File: config.mk
export PLATFORM = sky130hd
export DESIGN_NAME = draw_number_ctrl
export DESIGN_NICKNAME = d
export VERILOG_FILES = /design/src/rtl/draw_number_ctrl_pkg.sv /design/src/rtl/draw_number_ctrl_bin2bcd_seq.sv /design/src/rtl/draw_number_ctrl.sv
export SDC_FILE = /design/constraint.sdc
export NUM_CORES = 1
export LEC_CHECK = 0
export CAP_MARGIN = 20
export CORE_ASPECT_RATIO = 1.2
export CORE_MARGIN = 2
export CORE_UTILIZATION = 33
export CTS_CLUSTER_SIZE = 20
export DETAILED_ROUTE_END_ITERATION = 6
export PLACE_DENSITY = 0.6
export SKIP_CTS_REPAIR_TIMING = 1
export SYNTH_ARGS = -nofsm -noshare
export SYNTH_HDL_FRONTEND = slang
export SYNTH_SLANG_ARGS = --single-unit
File: constraint.sdc
create_clock -name clk -period 10.7 [get_ports clk]
set_clock_uncertainty 0.15 [all_clocks]
set_input_delay 1.07 -clock clk [delete_from_list [all_inputs] [get_ports clk]]
set_output_delay 1.07 -clock clk [all_outputs]
set_load 0.01 [all_outputs]
File: src/rtl/draw_number_ctrl_pkg.sv
// Shared VGA text constants: number-drawer FSM encoding, glyph pitch, ASCII base
// and the double-dabble helpers used by the sequential BCD converter.
package draw_number_ctrl_pkg;

  typedef enum logic [2:0] {
    IDLE  = 3'd0,
    CONV  = 3'd1,
    ISSUE = 3'd2,
    WAIT  = 3'd3,
    FIN   = 3'd4
  } state_t;

  localparam int         GLYPH_PITCH = 6;
  localparam logic [7:0] ASCII_ZERO  = 8'h30;

  localparam int BIN_W      = 16;
  localparam int BCD_DIGITS = 5;
  localparam int BCD_W      = 4 * BCD_DIGITS;
  localparam int CNT_W      = 5;

  // Add 3 to every nibble >= 5 ahead of the next left shift.
  function automatic logic [BCD_W-1:0] bcd_adjust(input logic [BCD_W-1:0] b);
    logic [BCD_W-1:0] r;
    r = b;
    for (int i = 0; i < BCD_DIGITS; i++)
      if (r[4*i +: 4] >= 4'd5) r[4*i +: 4] = r[4*i +: 4] + 4'd3;
    return r;
  endfunction

  // Digit count 0 behaves as 1, anything above 5 as 5.
  function automatic logic [2:0] clamp_ndig(input logic [2:0] n);
    if (n == 3'd0) return 3'd1;
    if (n > 3'd5)  return 3'd5;
    return n;
  endfunction

endpackage

File: src/rtl/draw_number_ctrl_bin2bcd_seq.sv
// Sequential double-dabble: 16-bit binary to 5 BCD digits, one shift per cycle.
// valid pulses for one cycle once bcd holds the final result; bcd then holds until the next start.
module bin2bcd_seq
  import draw_number_ctrl_pkg::*;
(
  input  logic             clk,
  input  logic             rst,
  input  logic             start,
  input  logic [BIN_W-1:0] bin,
  output logic             busy,
  output logic             valid,
  output logic [BCD_W-1:0] bcd
);

  logic [BIN_W-1:0] shreg;
  logic [CNT_W-1:0] cnt;

  always_ff @(posedge clk) begin
    if (rst) begin
      busy  <= 1'b0;
      valid <= 1'b0;
      bcd   <= '0;
      shreg <= '0;
      cnt   <= '0;
    end else begin
      valid <= 1'b0;
      if (start && !busy) begin
        // The adjust step on a cleared BCD register is a no-op, so the load
        // edge also performs shift 1; the last shift lands one cycle earlier.
        bcd   <= {{(BCD_W-1){1'b0}}, bin[BIN_W-1]};
        shreg <= bin << 1;
        cnt   <= CNT_W'(1);
        busy  <= 1'b1;
      end else if (busy) begin
        {bcd, shreg} <= {bcd_adjust(bcd), shreg} << 1;
        cnt          <= cnt + CNT_W'(1);
        if (cnt == CNT_W'(BIN_W - 1)) begin
          busy  <= 1'b0;
          valid <= 1'b1;
        end
      end
    end
  end

endmodule

File: src/rtl/draw_number_ctrl.sv
// Draws an unsigned 16-bit value as 1..5 decimal glyphs through a single
// character-drawer port, left to right, with optional leading-zero blanking and right-edge clipping.
module draw_number_ctrl
  import draw_number_ctrl_pkg::*;
#(
  parameter int PIXEL_X_WIDTH   = 10,
  parameter int PIXEL_Y_WIDTH   = 9,
  parameter int PIXEL_X_MAX     = 639,
  parameter int COLOR_ID_WIDTH  = 8,
  parameter int CHAR_CODE_WIDTH = 8
) (
  input  logic                       clk,
  input  logic                       rst,
  input  logic                       start,
  input  logic [15:0]                value,
  input  logic [2:0]                 ndig,
  input  logic                       blank_lz,
  input  logic [PIXEL_X_WIDTH-1:0]   x,
  input  logic [PIXEL_Y_WIDTH-1:0]   y,
  input  logic [3:0]                 size,
  input  logic [COLOR_ID_WIDTH-1:0]  fg,
  input  logic [COLOR_ID_WIDTH-1:0]  bg,
  output logic                       busy,
  output logic                       done,
  output logic                       clip,
  output logic [PIXEL_X_WIDTH-1:0]   cx,
  output logic [PIXEL_Y_WIDTH-1:0]   cy,
  output logic [CHAR_CODE_WIDTH-1:0] ccode,
  output logic [3:0]                 csize,
  output logic [1:0]                 cmode,
  output logic [COLOR_ID_WIDTH-1:0]  cfg,
  output logic [COLOR_ID_WIDTH-1:0]  cbg,
  output logic                       cvld,
  input  logic                       cdone
);

  localparam int CXW = PIXEL_X_WIDTH + 4;

  typedef struct packed {
    logic                      blank_lz;
    logic [PIXEL_Y_WIDTH-1:0]  y;
    logic [3:0]                size;
    logic [COLOR_ID_WIDTH-1:0] fg;
    logic [COLOR_ID_WIDTH-1:0] bg;
  } req_t;

  state_t           state;
  req_t             req;
  logic [2:0]       idx;
  logic [CXW-1:0]   cx_acc;
  logic             seen_nz;

  logic             cvt_start, cvt_busy, cvt_valid;
  logic [BCD_W-1:0] cvt_bcd;

  logic             accept;
  logic [6:0]       pitch;
  logic [3:0]       digit;
  logic [CXW-1:0]   char_end;
  logic             over;
  logic             blank;

  assign accept    = (state == IDLE) && start && !cvt_busy;
  assign cvt_start = accept;

  assign pitch    = 7'(GLYPH_PITCH) * ({3'b000, req.size} + 7'd1);
  assign digit    = cvt_bcd[4*idx +: 4];
  assign char_end = cx_acc + CXW'(pitch) - CXW'(1);
  assign over     = char_end > CXW'(PIXEL_X_MAX);
  // Only zeros left of the first nonzero digit blank; the units digit always draws.
  assign blank    = req.blank_lz && !seen_nz && (digit == 4'd0) && (idx != 3'd0);

  assign cmode = 2'b10;

  bin2bcd_seq u_bcd (
    .clk   (clk),
    .rst   (rst),
    .start (cvt_start),
    .bin   (value),
    .busy  (cvt_busy),
    .valid (cvt_valid),
    .bcd   (cvt_bcd)
  );

  always_ff @(posedge clk) begin
    if (rst) begin
      state   <= IDLE;
      req     <= '0;
      idx     <= '0;
      cx_acc  <= '0;
      seen_nz <= 1'b0;
      busy    <= 1'b0;
      done    <= 1'b0;
      clip    <= 1'b0;
      cvld    <= 1'b0;
      cx      <= '0;
      cy      <= '0;
      ccode   <= '0;
      csize   <= '0;
      cfg     <= '0;
      cbg     <= '0;
    end else begin
      done <= 1'b0;
      cvld <= 1'b0;
      case (state)
        IDLE: if (accept) begin
          req     <= '{blank_lz: blank_lz, y: y, size: size, fg: fg, bg: bg};
          idx     <= clamp_ndig(ndig) - 3'd1;
          cx_acc  <= CXW'(x);
          seen_nz <= 1'b0;
          clip    <= 1'b0;
          busy    <= 1'b1;
          state   <= CONV;
        end
        CONV: if (cvt_valid) state <= ISSUE;
        ISSUE: begin
          if (blank) begin
            idx    <= idx - 3'd1;
            cx_acc <= cx_acc + CXW'(pitch);
          end else if (over) begin
            clip  <= 1'b1;
            done  <= 1'b1;
            state <= FIN;
          end else begin
            cvld    <= 1'b1;
            cx      <= cx_acc[PIXEL_X_WIDTH-1:0];
            cy      <= req.y;
            ccode   <= CHAR_CODE_WIDTH'(ASCII_ZERO) + CHAR_CODE_WIDTH'(digit);
            csize   <= req.size;
            cfg     <= req.fg;
            cbg     <= req.bg;
            seen_nz <= 1'b1;
            cx_acc  <= cx_acc + CXW'(pitch);
            state   <= WAIT;
          end
        end
        WAIT: if (cdone) begin
          if (idx == 3'd0) begin
            done  <= 1'b1;
            state <= FIN;
          end else begin
            idx   <= idx - 3'd1;
            state <= ISSUE;
          end
        end
        FIN: begin
          busy  <= 1'b0;
          state <= IDLE;
        end
        default: state <= IDLE;
      endcase
    end
  end

endmodule

; Word-level counts from Yosys, hierarchy flattened
; Cells that the tools add are included.
[word_totals]
out_inout_bits = 53
input_bits = 63
register_bits = 144
word_cells = 155
[classes]
magnitude_cmp = 7
mux = 62
mul = 1
shift = 1
n_reduce_logical = 28
eq_ne = 14
add_sub_neg = 12
bitwise = 4
[ops]
columns = op, count
row1 = 3-bit 2-to-1 mux, 18
row2 = 14-bit 2-to-1 mux, 3
row3 = 16-bit 2-to-1 mux, 2
row4 = 1-bit 2-to-1 mux, 28
row5 = 14-bit case mux with 2 select lines, 1
row6 = "4-bit by 3-bit >= comparator with 1-bit output, second input constant", 5
row7 = 20-bit by 6-bit indexed part select with 4-bit output, 1
row8 = "4-bit by 2-bit adder with 4-bit output, second input constant", 4
row9 = 4-bit 2-to-1 mux, 4
row10 = 14-bit by 7-bit adder with 14-bit output, 1
row11 = "14-bit by 10-bit > comparator with 1-bit output, second input constant", 1
row12 = "14-bit by 1-bit subtractor with 14-bit output, second input constant", 1
row13 = "2-bit != test, second input constant", 6
row14 = 3-bit case mux with 4 select lines, 1
row15 = 4-bit AND reduction, 3
row16 = 3-bit zero test, 3
row17 = 3-bit case mux with 3 select lines, 1
row18 = 1-bit case mux with 2 select lines, 4
row19 = "6-bit by 4-bit adder with 7-bit output, first input constant", 1
row20 = "3-bit by 2-bit == test with 1-bit output, second input constant", 2
row21 = 1-bit logical AND, 6
row22 = "2-bit by 5-bit multiplier with 6-bit output, first input constant", 1
row23 = 3-bit AND reduction, 2
row24 = 2-bit nonzero test, 3
row25 = 18 further kinds, 27

; Logic depth before layout (Yosys ltp)
[logic_depth]
ltp_word = 18
mapped_depth = 23
ltp_nobuf = 20

; By module
; Synthesis repeated with hierarchy kept, for this count alone.
[hier_totals]
hier_cells = 821
area_unflattened_um2 = 7006.7
[modules_own_cells]
columns = mod, area_per_inst_um2, n_inst, seq_area_each_um2, cells_each
row1 = draw_number_ctrl, 4914.7, 1, 1981.9, 576
row2 = bin2bcd_seq, 2092.0, 1, 840.8, 245

; Worst setup path after synthesis
; No wires, ideal clock.
[synth_timing]
kind = reg-to-reg
startpoint = register req[16] (netlist name)
endpoint = register cx[0]
synth_period_minus_slack_ps = 5329
t_required_ps = 10418
arrival_ps = 5047
setup_ps = 132
path_buffers = 4
slack_ps = 5371
stages_incl_launch_ff = 24
cell_sequence = dfxtp_1 > ha_1 > xnor2_1 > inv_1 > xnor2_1 > ha_1 > nor2b_1 > nor3_1 > a311o_1 > a21oi_1 > xnor2_1 > ha_1 > buf_2 > a21o_1 > or3_1 > a211oi_4 > nand4_4 > or4_4 > and3_4 > buf_6 > buf_6 > buf_6 > o31ai_1 > a21oi_1
[synth_via]
elab_chain_cells = 7
[synth_rtl]
columns = element, line_no
row1 = start: declaration, draw_number_ctrl.sv:48  ; req_t req;
row2 = start signal: assignment, draw_number_ctrl.sv:107  ; req <= '{blank_lz: blank_lz, y: y, size: size, fg: fg, bg: bg};
row3 = 4-bit by 1-bit adder with 5-bit output, draw_number_ctrl.sv:66  ; assign pitch = 7'(GLYPH_PITCH) * ({3'b000, req.size} + 7'd1);
row4 = 2-bit by 5-bit multiplier with 6-bit output, draw_number_ctrl.sv:66
row5 = 14-bit by 7-bit adder with 14-bit output, draw_number_ctrl.sv:68  ; assign char_end = cx_acc + CXW'(pitch) - CXW'(1);
row6 = 14-bit by 1-bit subtractor with 14-bit output, draw_number_ctrl.sv:68
row7 = 14-bit by 10-bit > comparator with 1-bit output, draw_number_ctrl.sv:69  ; assign over = char_end > CXW'(PIXEL_X_MAX);
row8 = 1-bit inverter (no source line), n/a
row9 = 3-bit AND reduction (no source line), n/a
row10 = end signal: assignment, draw_number_ctrl.sv:126  ; cx <= cx_acc[PIXEL_X_WIDTH-1:0];
row11 = end: declaration, draw_number_ctrl.sv:26  ; output logic [PIXEL_X_WIDTH-1:0] cx,
; No other way between the ends.
; A chain may end at the register's enable or synchronous reset.

; Worst setup path in the final report
[layout_timing]
startpoint = register req[16] (netlist name)
endpoint = register done
[layout_via]
elab_chain_cells = 8
[layout_rtl]
columns = element, line_no
row1 = 4-bit by 1-bit adder with 5-bit output, draw_number_ctrl.sv:66
row2 = 2-bit by 5-bit multiplier with 6-bit output, draw_number_ctrl.sv:66
row3 = 14-bit by 7-bit adder with 14-bit output, draw_number_ctrl.sv:68
row4 = 14-bit by 1-bit subtractor with 14-bit output, draw_number_ctrl.sv:68
row5 = 14-bit by 10-bit > comparator with 1-bit output, draw_number_ctrl.sv:69
row6 = 1-bit 2-to-1 mux, draw_number_ctrl.sv:120  ; end else if (over) begin
row7 = 1-bit 2-to-1 mux, draw_number_ctrl.sv:117  ; if (blank) begin
row8 = 1-bit case mux with 2 select lines, draw_number_ctrl.sv:105  ; case (state)
row9 = end signal: assignment, draw_number_ctrl.sv:103  ; done <= 1'b0;
row10 = end signal: assignment, draw_number_ctrl.sv:122  ; done <= 1'b1;
row11 = end signal: assignment, draw_number_ctrl.sv:139  ; done <= 1'b1;
row12 = end: declaration, draw_number_ctrl.sv:24  ; output logic done,
; No other way between the ends.

==> flow_metrics.py <==
metrics = {
    "power_and_ir_drop": {
        "ir_drop_v": 0.000117,
        "switching_share_pct": 26.5,
        "p_leak_nw": 3.27,
        "power_frac_comb_pct": 14.3,
        "seqPwrFrac_pct": 40.7,
        "power_switching_w": 0.000371,
        "clockPowerShare_pct": 45.0,
        "power_density_mw_per_mm2": 150,
        "internal_power_w": 0.00103,
    },
    "clock_tree": {
        "clockBufferDepth": 2,
        "numCtsBuffers": 17,
        "cts_root_buffer": "clkbuf_16",
        "cts.sinks": 141,
        "clk_latency_ps": 420,
        "htree_levels": 4,
        "clk_pin_slew_ps": 60,
        "cts_tree": "yes",
    },
    "final_layout": {
        "seqCellArea_mm2": 0.00282,
        "n_antenna_cell": 0,
        "multi_input_area_mm2": 0.00423,
        "nNetsFinal": 1077,
        "syn2layout_area_growth_pct": 24.9,
        "n_fill_cell": 2219,
        "final_layout_size_suffix_gt1_share_pct": 5.99,
    },
    "logic_synthesis": {
        "synthCells": 925,
        "synth.largest_area_cell": "dfxtp_1",
        "synth_top_flop_cell": "dfxtp_1",
        "yosys_warnings": 0,
        "synth.area.top_cells": "dfxtp_1 (38%), a21oi_1 (9.0%), nand2_1 (5.6%), ha_1 (4.2%), nor2_1 (4.1%)",
        "synth_edf_count": 0,
        "avgSynthCellArea_um2": 8.06,
        "synth-seq-cells": 141,
        "ys_types": 69,
        "yosysTopAreaCellShare_pct": 37.9,
        "seq_area_frac_synth_pct": 37.9,
        "syn_area_mm2": 0.00745,
        "async_flop_share_pct": 0,
    },
    "worst_setup_path": {
        "reg2reg_from": "req[16]$_SDFFE_PP0P_",
        "cp-start-kind": "flop",
        "crit_arrival_ps": 6630,
        "rr_endpoint": "done$_SDFF_PP0_",
        "path_max_fanout": 26,
        "worst_r2r_path_depth": 21,
        "r2r_slack_ps": 4260,
        "required_ps": 10880,
        "setup.worst_path.end_class": "flop",
        "path_class": "flop to flop",
    },
    "floorplanning": {
        "rows": 60,
        "fp.dieW_um": 141,
        "start_util_pct": 33.4,
        "core_mm2": 0.0223,
        "die_y_um": 169,
        "io_pins": 116,
        "die_area_mm2": 0.0238,
    },
    "global_route": {
        "track_usage_pct": 17.8,
        "antenna_found_initial": 0,
        "grt_pass1_vias": 6606,
        "grt_max_degree": 61,
        "grt_overflow": 0,
        "grt_pass1_wl_mm": 34.2,
    },
    "hold_path": {
        "holdPathStages": 2,
        "min_from": "req[0]$_SDFFE_PP0P_",
        "min_to": "req[0]$_SDFFE_PP0P_",
        "hp-class": "flop to flop",
    },
    "route": {
        "viasPerCell": 5.39,
        "drt_iter0_markers": 393,
        "ant_nets": 0,
        "drc_errors": 0,
        "drt-pass1-iter-count": 5,
        "num_vias": 6898,
        "avgRoutedWirePerCell_um": 16.7,
        "drt-total-wl_mm": 21.4,
    },
    "sta": {
        "finalWorstSetupSlack_ps": 4260,
        "final_hold_viol_count": 0,
        "worstMarginPinSlew_ps": 1040,
        "fin_crit_ps": 6440,
        "drv_slew": 0,
        "setup_viol": 0,
        "slew_headroom_pct": 30.6,
        "finalSetupTns_ps": 0,
        "max_freq_ghz": 0.155,
        "rsz0062_at_grt": "no",
        "fin_crit_sh_pct": 60.2,
    },
    "placed_design": {
        "gp_congestion": 0.914,
        "portBuffers": 111,
        "preCtsSetupSlack_ps": 4320,
        "hpwl_mm": 14.8,
    },
    "job": {
        "drv_cap": 0,
    },
    "status": {
        "status": "finished, final reports clean",
    },
}
## layer usage
| metal | track usage [%] | share of wire, % |
|---|---|---|
| met1 | 21.6 | 44 |
| met2 | 30.5 | 49 |
| met4 | 6.83 | 2.5 |
| met5 | 0 | 0 |
| met3 | 4.19 | 4.7 |
## critical path: stages (launching register included)
cell	delay, ps
dfxtp_1	360
ha_1	240
xnor2_1	330
inv_1	170
xnor2_1	160
ha_1	230
nor2b_1	140
nor3_1	60
a311o_1	340
a21oi_1	170
xnor2_1	110
ha_1	580
nand3_1	160
a21oi_1	230
o21ai_2	100
xor2_1	480
a21oi_1	140
nor4b_1	650
or3_1	640
buf_4	440
o21ai_0	190
a211oi_1	220
## placed cells by master, fill, tap and decap left out, types with 5 or more instances in the layout
master	instances
mux2i_1	29
nor3_1	17
o31ai_1	38
or3_1	5
nand2_1	112
a31oi_1	8
nand2b_1	9
a21oi_1	134
and3_1	7
nor2b_1	5
a211oi_1	12
xnor2_1	19
ha_1	25
a21o_1	6
nand4_1	43
dfxtp_1	140
xor2_1	14
buf_4	8
o211ai_1	5
clkdlybuf4s50_1	110
clkbuf_16	17
nand3_1	18
inv_1	24
o21ai_0	25
nor2_1	81
## cell families after synthesis
family / share of synthesized area [%]
buffers and inverters: 5.79
other: 0.101
flip-flops: 37.9
AO/OA/AOI/OAI: 22.2
AND/OR/NAND/NOR: 20.4
XOR/XNOR: 3.88
multiplexers: 5.25
adder cells (fa/ha/maj): 4.47
## final cells by class
| type | count | share of cell area, % |
|---|---|---|
| multi-input cells | 684 | 45.4 |
| clock buffers | 23 | 5.03 |
| inverters | 25 | 1.01 |
| well taps | 279 | 3.75 |
| clock inverters | 9 | 1.71 |
| repair buffers | 119 | 12.8 |
| flip-flops and latches | 141 | 30.3 |
## power groups by stage
stage | clock, W | combinational, W | sequential [W]
2_1_floorplan | 0 | 0.000150 | 0.000566
3_3_place_gp | 0 | 0.000199 | 0.000581
3_5_place_dp | 0 | 0.000198 | 0.000581
4_1_cts | 0.000643 | 0.000199 | 0.000570
5_1_grt | 0.000664 | 0.000220 | 0.000573
6_report | 0.000630 | 0.000200 | 0.000570
## synth_stat cells (4+ instances only)
| cell | n |
|---|---|
| o21ai_0 | 25 |
| a211oi_1 | 12 |
| a311oi_1 | 4 |
| inv_1 | 24 |
| nand4_1 | 43 |
| ha_1 | 25 |
| nand2_1 | 112 |
| o32ai_1 | 4 |
| nand2b_1 | 10 |
| and3_1 | 7 |
| mux2i_1 | 29 |
| xnor2_1 | 19 |
| nor3_1 | 18 |
| and2_1 | 4 |
| nand3_1 | 18 |
| a21o_1 | 6 |
| a21oi_1 | 134 |
| o21a_1 | 4 |
| buf_4 | 5 |
| or3_1 | 5 |
| buf_2 | 6 |
| o211ai_1 | 5 |
| o31ai_1 | 38 |
| nor2b_1 | 5 |
| xor2_1 | 14 |
| a31oi_1 | 8 |
| nor2_1 | 82 |
| clkbuf_1 | 60 |
| dfxtp_1 | 141 |
## worst max path at each step
stage	from	end	slack, ps	depth (start not counted)
floorplan	req[16]$_SDFFE_PP0P_	cx[0]$_SDFFE_PP0P_	5370	23
global placement	req[16]$_SDFFE_PP0P_	done$_SDFF_PP0_	4480	21
CTS	req[16]$_SDFFE_PP0P_	state[2]$_SDFFE_PP0P_	4280	21
global route	req[16]$_SDFFE_PP0P_	done$_SDFF_PP0_	3680	21
detailed placement	req[16]$_SDFFE_PP0P_	state[2]$_SDFFE_PP0P_	4320	21
finish	req[16]$_SDFFE_PP0P_	done$_SDFF_PP0_	4260	21
## metrics by stage
step           instance area, um2  cells  hold WS (ps)  total power [W]  utilization [%]
2_1_floorplan                7460    927           282         0.000716                -
3_3_place_gp                 8660   1247           293         0.000780             38.8
3_5_place_dp                 8660   1247           297         0.000779             38.8
4_1_cts                      9280   1279           305          0.00141             41.6
5_1_grt                      9310   1280           323          0.00146             41.8
6_report                     9310   1280           303          0.00140             41.8
## sequential cells by signal, indices dropped and copies added (netlist names)
signal       count
busy             1
done             1
u_bcd.valid      1
req             30
u_bcd.shreg     15
u_bcd.busy       1
ccode            5
cfg              8
cbg              8
cx_acc          14
u_bcd.bcd       20
clip             1
cy               9
seen_nz          1
u_bcd.cnt        5
csize            4
cx              10
state            3
cvld             1
idx              3
Note: power is estimated with default switching activity, not from simulation.
